## src/rtl/stage_sequencer.sv

```systemverilog
// stage_sequencer: multi-cycle phase sequencer emitting one-hot per-stage clock enables.
// Holds EX on the extension ALU and MA on the MMU, skips MA for non-memory instructions,
// and adds a stall watchdog and a halt/resume handshake at the instruction boundary.
// Optional feature macro: SEQ_PERF_CNT_EN adds cycleCnt/instretCnt performance counters.
module stage_sequencer #(
    parameter int unsigned NUM_STAGES = 5,
    parameter int unsigned EX_STAGE   = 2,
    parameter int unsigned MA_STAGE   = 3,
    parameter int unsigned WAIT_LIMIT = 255,
    parameter int unsigned CNT_W      = 8
) (
    input  logic                  CLK,
    input  logic                  RST,
    input  logic                  rwmem,
    input  logic                  memWait,
    input  logic                  exReq,
    input  logic                  exBusy,
    input  logic                  haltReq,
    output logic [NUM_STAGES-1:0] stageEn,
    output logic                  stageFirst,
    output logic                  retire,
    output logic                  halted,
    output logic                  wdFault
`ifdef SEQ_PERF_CNT_EN
    ,
    output logic [63:0]           cycleCnt,
    output logic [63:0]           instretCnt
`endif
);

    localparam int unsigned SW = (NUM_STAGES > 1) ? $clog2(NUM_STAGES) : 1;

    localparam logic [SW-1:0]    EX_IDX   = SW'(EX_STAGE);
    localparam logic [SW-1:0]    MA_IDX   = SW'(MA_STAGE);
    localparam logic [SW-1:0]    MA_PREV  = SW'(MA_STAGE - 1);
    localparam logic [SW-1:0]    MA_NEXT  = SW'(MA_STAGE + 1);
    localparam logic [SW-1:0]    LAST_IDX = SW'(NUM_STAGES - 1);
    // Hold cycles allowed before the stage is forced on; a stage lasts at most WAIT_LIMIT+1 cycles.
    localparam logic [CNT_W-1:0] HOLD_MAX = CNT_W'(WAIT_LIMIT);

    typedef enum logic {ModeRun, ModeHalted} mode_e;

    mode_e            mode_q, mode_d;
    logic [SW-1:0]    stage_q, stage_d;
    logic [CNT_W-1:0] hold_cnt_q, hold_cnt_d;
    logic             first_q, first_d;
    logic             wd_q, wd_d;
    logic             hold;
    logic             wd_force;

    // State register with synchronous reset; reset abandons any in-flight instruction.
    always_ff @(posedge CLK) begin
        if (RST) begin
            mode_q     <= ModeRun;
            stage_q    <= '0;
            hold_cnt_q <= '0;
            first_q    <= 1'b1;
            wd_q       <= 1'b0;
        end else begin
            mode_q     <= mode_d;
            stage_q    <= stage_d;
            hold_cnt_q <= hold_cnt_d;
            first_q    <= first_d;
            wd_q       <= wd_d;
        end
    end

    // Next-state: stage hold/advance, MA skip, watchdog force, halt at retire and resume.
    always_comb begin
        mode_d     = mode_q;
        stage_d    = stage_q;
        hold_cnt_d = hold_cnt_q;
        first_d    = 1'b0;
        wd_d       = wd_q;
        hold       = 1'b0;
        wd_force   = 1'b0;
        retire     = 1'b0;
        unique case (mode_q)
            ModeRun: begin
                if (stage_q == EX_IDX) begin
                    // first_q term guarantees at least one extra EX cycle for the ALU to respond
                    hold = exReq & (first_q | exBusy);
                end else if (stage_q == MA_IDX) begin
                    hold = memWait;
                end
                wd_force = hold && (hold_cnt_q == HOLD_MAX);
                if (!hold || wd_force) begin
                    hold_cnt_d = '0;
                    first_d    = 1'b1;
                    if ((stage_q == MA_PREV) && !rwmem) begin
                        stage_d = MA_NEXT;
                    end else if (stage_q == LAST_IDX) begin
                        stage_d = '0;
                    end else begin
                        stage_d = stage_q + 1'b1;
                    end
                    if (stage_q == LAST_IDX) begin
                        retire = 1'b1;
                        if (haltReq) begin
                            mode_d  = ModeHalted;
                            stage_d = '0;
                        end
                    end
                    if (wd_force) begin
                        wd_d = 1'b1;
                    end
                end else begin
                    hold_cnt_d = hold_cnt_q + 1'b1;
                end
            end
            ModeHalted: begin
                stage_d    = '0;
                hold_cnt_d = '0;
                if (!haltReq) begin
                    mode_d  = ModeRun;
                    first_d = 1'b1;
                end
            end
            default: begin
                mode_d = ModeRun;
            end
        endcase
    end

    // Output decode: one-hot enable of the active stage, suppressed while parked.
    always_comb begin
        stageEn = '0;
        for (int i = 0; i < int'(NUM_STAGES); i++) begin
            stageEn[i] = (mode_q == ModeRun) && (stage_q == SW'(i));
        end
        stageFirst = first_q && (mode_q == ModeRun);
        halted     = (mode_q == ModeHalted);
        wdFault    = wd_q;
    end

`ifdef SEQ_PERF_CNT_EN
    // Performance counters: active cycles and retired instructions, free-running modulo 2**64.
    always_ff @(posedge CLK) begin
        if (RST) begin
            cycleCnt   <= '0;
            instretCnt <= '0;
        end else begin
            if (mode_q == ModeRun) begin
                cycleCnt <= cycleCnt + 64'd1;
            end
            if (retire) begin
                instretCnt <= instretCnt + 64'd1;
            end
        end
    end
`endif

endmodule
```

## config.mk

```make
export PLATFORM = sky130hd
export DESIGN_NAME = stage_sequencer
export DESIGN_NICKNAME = d
export VERILOG_FILES = /design/src/rtl/stage_sequencer.sv
export SDC_FILE = /design/constraint.sdc
export NUM_CORES = 1
export LEC_CHECK = 0
export BUFFER_PORTS_ARGS = -buffer_cell sky130_fd_sc_hd__buf_2
export CAP_MARGIN = 10
export CORE_MARGIN = 1.5
export CORE_UTILIZATION = 55
export CTS_CLUSTER_DIAMETER = 100
export DETAILED_ROUTE_END_ITERATION = 7
export PLACE_DENSITY = 0.76
export SLEW_MARGIN = 20
export SYNTH_ARGS = -nofsm -noshare
export SYNTH_HDL_FRONTEND = slang
export SYNTH_SLANG_ARGS = --single-unit
```

## constraint.sdc

```tcl
create_clock -name CLK -period 2.8 [get_ports CLK]
set_clock_uncertainty 0.15 [all_clocks]
set_input_delay 0.28 -clock CLK [delete_from_list [all_inputs] [get_ports CLK]]
set_output_delay 0.28 -clock CLK [all_outputs]
set_load 0.02 [all_outputs]
```

## After elaboration in Yosys (flattened, before gate mapping)

Cells that the tools add are included.

| cells by class | value |
|---|---|
| bitwise logic cells | 3 |
| reductions and logical operators | 13 |
| add/subtract/negate cells | 2 |
| equality and inequality tests | 6 |
| mux-type cells | 21 |

Operator list:

| kind | count |
|---|---|
| $pmux 8 s2 | 1 |
| $mux 3 | 5 |
| $mux 1 | 11 |
| $add 8x1->8 const B | 1 |
| $eq 8x8->1 const B | 1 |
| $logic_and 1x1->1 | 8 |
| $mux 8 | 1 |
| $eq 3x2->1 const B | 2 |
| $pmux 3 s2 | 1 |
| $pmux 1 s2 | 2 |
| $add 3x1->3 const B | 1 |
| $eq 3x1->1 const B | 1 |
| $eq 3x3->1 const B | 1 |
| $logic_not 3->1 | 1 |
| $reduce_and 3->1 | 1 |
| $logic_not 1->1 | 2 |
| $ne 2x2->1 const B | 1 |
| $and 1x1->1 | 1 |
| $logic_or 1x1->1 | 1 |
| $not 1->1 | 1 |
| $or 1x1->1 | 1 |

| word-level totals | value |
|---|---|
| register bits after elaboration | 14 |
| word-level logic and storage cells | 50 |
| input bits | 7 |
| output and inout bits | 9 |

## Depth between registers and ports, before layout

| depth | value |
|---|---|
| word-level depth | 8 |
| mapped depth | 7 |
| mapped depth without buffers | 6 |

## Worst setup path after synthesis

Ideal clock, no wire load.

| timing path | value |
|---|---|
| kind | register to output |
| from | reg stage_q[0] |
| to | out retire |
| arrival time | 1.687 ns |
| slack | 0.683 ns |
| buffers on the path | 1 |
| stages on the path, launching flop included | 8 |
| data required time | 2.370 ns |
| cell sequence | dfxtp_1 > inv_1 > ha_1 > nor2b_2 > mux2i_1 > and2_1 > buf_6 > nor3_1 |

| on the way | value |
|---|---|
| longest elaborated chain between the ends | 8 |
| elaborated cells between the ends (all ways) | 12 |
| classes of those cells | eq/ne: 3; mux: 6; reduce/logical: 3 |

RTL lines:

| what | line | source |
|---|---|---|
| start: declaration | 44 | `logic [SW-1:0] stage_q, stage_d;` |
| start signal: assignment | 61 | `stage_q <= stage_d;` |
| $eq 3x2->1 | 83 | `end else if (stage_q == MA_IDX) begin` |
| $mux 1 | 83 |  |
| $mux 1 | 80 | `if (stage_q == EX_IDX) begin` |
| $mux 1 | 78 | `unique case (mode_q)` |
| $logic_not 1->1 or $logic_and 1x1->1 (tied branches) | 87, 86 |  |
| $logic_or 1x1->1 | 87 | `if (!hold \|\| wd_force) begin` |
| $mux 1 * | 87 |  |
| $mux 1 * | 78 |  |
| end: declaration | 21 | `output logic retire,` |

Every way passes the cells marked *; elsewhere a longest branch is shown, timed or not. The select of a mux whose other input is x is not followed.

## Final worst setup path

Same ends and word-level chain as after synthesis.

==> flow_summary.ini <==
[outcome]
status = complete, no violations

[die]
die_y_um = 40.25
start_util = 0.5865
io_pins = 16
dieArea_um2 = 1620
core_um2 = 1301
num_rows = 13
die_w_um = 40.25

[worst_setup_path]
crit_type = reg2out
required_ps = 2370
rr_worst_depth = 6
regToRegStartpoint = stage_q[0]$_SDFFE_PP0P_
cp_max_fo = 6
crit_path_end_kind = output pin
arrival_ps = 2030
cp_num_cells = 7
critPathLaunchType = register
r2r_slack_ps = 860
crit_chain = inv_1, ha_1, nor2b_2, mux2i_1, and2_1, nor3_1, buf_2
slowest_stage = dfxtp_1
cp_slowest_stage_delay_ps = 380
rr_endpoint = stage_q[1]$_SDFFE_PP0P_
cp_num_buf_inv = 2
crit_start = stage_q[0]$_SDFFE_PP0P_
cp_top_family = simple AND/OR/NAND/NOR gates
endpoint = retire

[power_and_ir_drop]
internal_power_uw = 393.3
pwr-share-comb = 0.380
seqPwrFrac = 0.395
powerDensity_nw_per_um2 = 702.6
irDropWorstVdd_uv = 488.5
total_power_uw = 619.8
leakage_nw = 0.3785
sw_frac_of_total = 0.3655
p_switching_uw = 226.5
p_clk_frac = 0.225

[layout]
fillerInstances = 107
layout_common_cells = buf_2 (15), dfxtp_1 (14), nor2_1 (9), nand2_1 (8), ha_1 (6)
final_nets = 113
diodes = 0
drive_gt1_frac = 0.2626
layout_commonest_cell = buf_2
area_growth_pct = 15.57

[timing]
finalCritPeriodShare = 0.8787
relSlewSlack = 0.7361
worst_slew_pin_slew_ps = 394.4
setup_tns_ps = 0
max_freq_ghz = 0.4064
setup_viol = 0
post-route-min-period_ps = 2460
slew_violations = 0
hold_viol_final = 0
grt_setup_unrepaired = no

[clock_tree]
cts-root-buf = clkbuf_4
cts_tree = built
h-tree-depth = 1
numClockSinks = 14
postCtsHoldBufs = 0
clock_path_buffers = 2
clkTransAtPathRegs_ps = 80
cts_resized = 0
cts_made_buffers = 3
insertion_delay_ps = 280
post_cts_buffers = 0

[synthesis]
synth_cell_types = 27
ys_ff_latch = 14
avgSynthCellArea_um2 = 9.423
yosys_warnings = 0
syn_inst = 81
seq_area_frac_synth = 0.3672
syn_area_um2 = 763.2
synth_nets = 94

[detailed_routing]
route.vias.total = 603
routedWlPerCell_um = 12.04
drc = 0
first_pass_iters = 4
drt_iter0_markers = 14
vias_per_cell = 5.289
drtAntennaViolNets = 0
wl_um = 1373

[global_routing]
overflow = 0
antenna_found_initial = 0
track_usage = 0.1906
grt_pass1_wl_um = 1980
grt_max_degree = 10
grt_pass1_vias = 478

[place]
gp_congestion = 0.7133
portBuffers = 15
post-dp-hpwl_um = 1110

[worst_hold_path]
hp-class = in2reg

[run]
max_cap_violations = 0
[power groups by stage]
stage          Clock (mW)  Combinational [mW]  Sequential (mW)
2_1_floorplan           0               0.177            0.246
5_1_grt             0.155               0.263            0.248
6_report            0.140               0.236            0.245
3_3_place_gp            0               0.228            0.248
3_5_place_dp            0               0.235            0.249
4_1_cts             0.147               0.235            0.245
[cell type report]
class | instances | area, um^2 | area share
Clock buffer | 4 | 36.28 | 0.04113
Inverter | 4 | 15.01 | 0.01702
Multi-Input combinational cell | 62 | 456.7 | 0.5177
Sequential cell | 14 | 280.3 | 0.3177
Tap cell | 15 | 18.77 | 0.02128
Timing Repair Buffer | 15 | 75.07 | 0.08511
[Yosys cell counts, drive strengths merged]
library cell,count,area [um^2]
a21o,1,7.510
and2,5,31.28
nor2,9,33.78
or3b,1,8.760
inv,4,15.01
xor2,3,26.28
o21a,1,7.510
o22ai,2,12.51
nor2b,4,27.53
nor3,1,5.000
nand2,8,30.03
nand4b,1,8.760
dfxtp,14,280.3
nand4,4,40.04
and3,2,18.77
xnor2,3,26.28
ha,6,75.07
and4,1,10.01
mux2i,3,30.03
buf,1,11.26
a21oi,1,5.000
a2111oi,1,27.53
nand3,4,20.02
o21ai,1,5.000
[metal layers]
metal	GRT usage	part of all wire	up-vias
li1	-	-	315
met1	0.2475	0.45	278
met2	0.2863	0.50	10
met3	0.1000	0.052	0
met4	0.02500	0	0
met5	0	0	-
[cells by family (layout without fill, tap and decap cells)]
| group | after synthesis | count (layout) | synth area share |
|---|---|---|---|
| AND/OR/NAND/NOR | 40 | 40 | 0.3066 |
| flip-flops | 14 | 14 | 0.3672 |
| AO/OA/AOI/OAI | 7 | 7 | 0.08524 |
| adder cells (fa/ha/maj) | 6 | 6 | 0.09836 |
| XOR/XNOR | 6 | 6 | 0.06887 |
| buffers and inverters | 5 | 23 | 0.03442 |
| multiplexers | 3 | 3 | 0.03935 |
[through the flow]
step                        util  instance area (um^2)  hold slack [ps]  setup slack [ps]  instances
after detailed placement  0.6500                 845.8            303.9             635.6        110
after global placement    0.6500                 845.8            296.3             728.5        110
after CTS                 0.6779                 882.1            94.00             330.5        114
final                     0.6779                 882.1            110.9             339.6        114
after global routing      0.6779                 882.1            105.8             184.1        114
after floorplan                -                 763.2            194.3             683.4         81
[worst min-delay path by stage]
stage | from | to | slack, ps | depth (start not counted)
after floorplan | RST | stage_q[2]$_SDFFE_PP0P_ | 190 | 1
after global placement | hold_cnt_q[0]$_SDFF_PP0_ | hold_cnt_q[0]$_SDFF_PP0_ | 300 | 1
after detailed placement | hold_cnt_q[0]$_SDFF_PP0_ | hold_cnt_q[0]$_SDFF_PP0_ | 300 | 1
after CTS | RST | stage_q[2]$_SDFFE_PP0P_ | 90 | 2
after global routing | RST | stage_q[2]$_SDFFE_PP0P_ | 110 | 2
final | RST | stage_q[2]$_SDFFE_PP0P_ | 110 | 2
[flip-flops by register name (all words and copies together), names as in the netlist]
signal	cells
hold_cnt_q	8
stage_q	3
first_q	1
halted	1
wdFault	1
No activity file was read; power rests on OpenSTA's default activity.
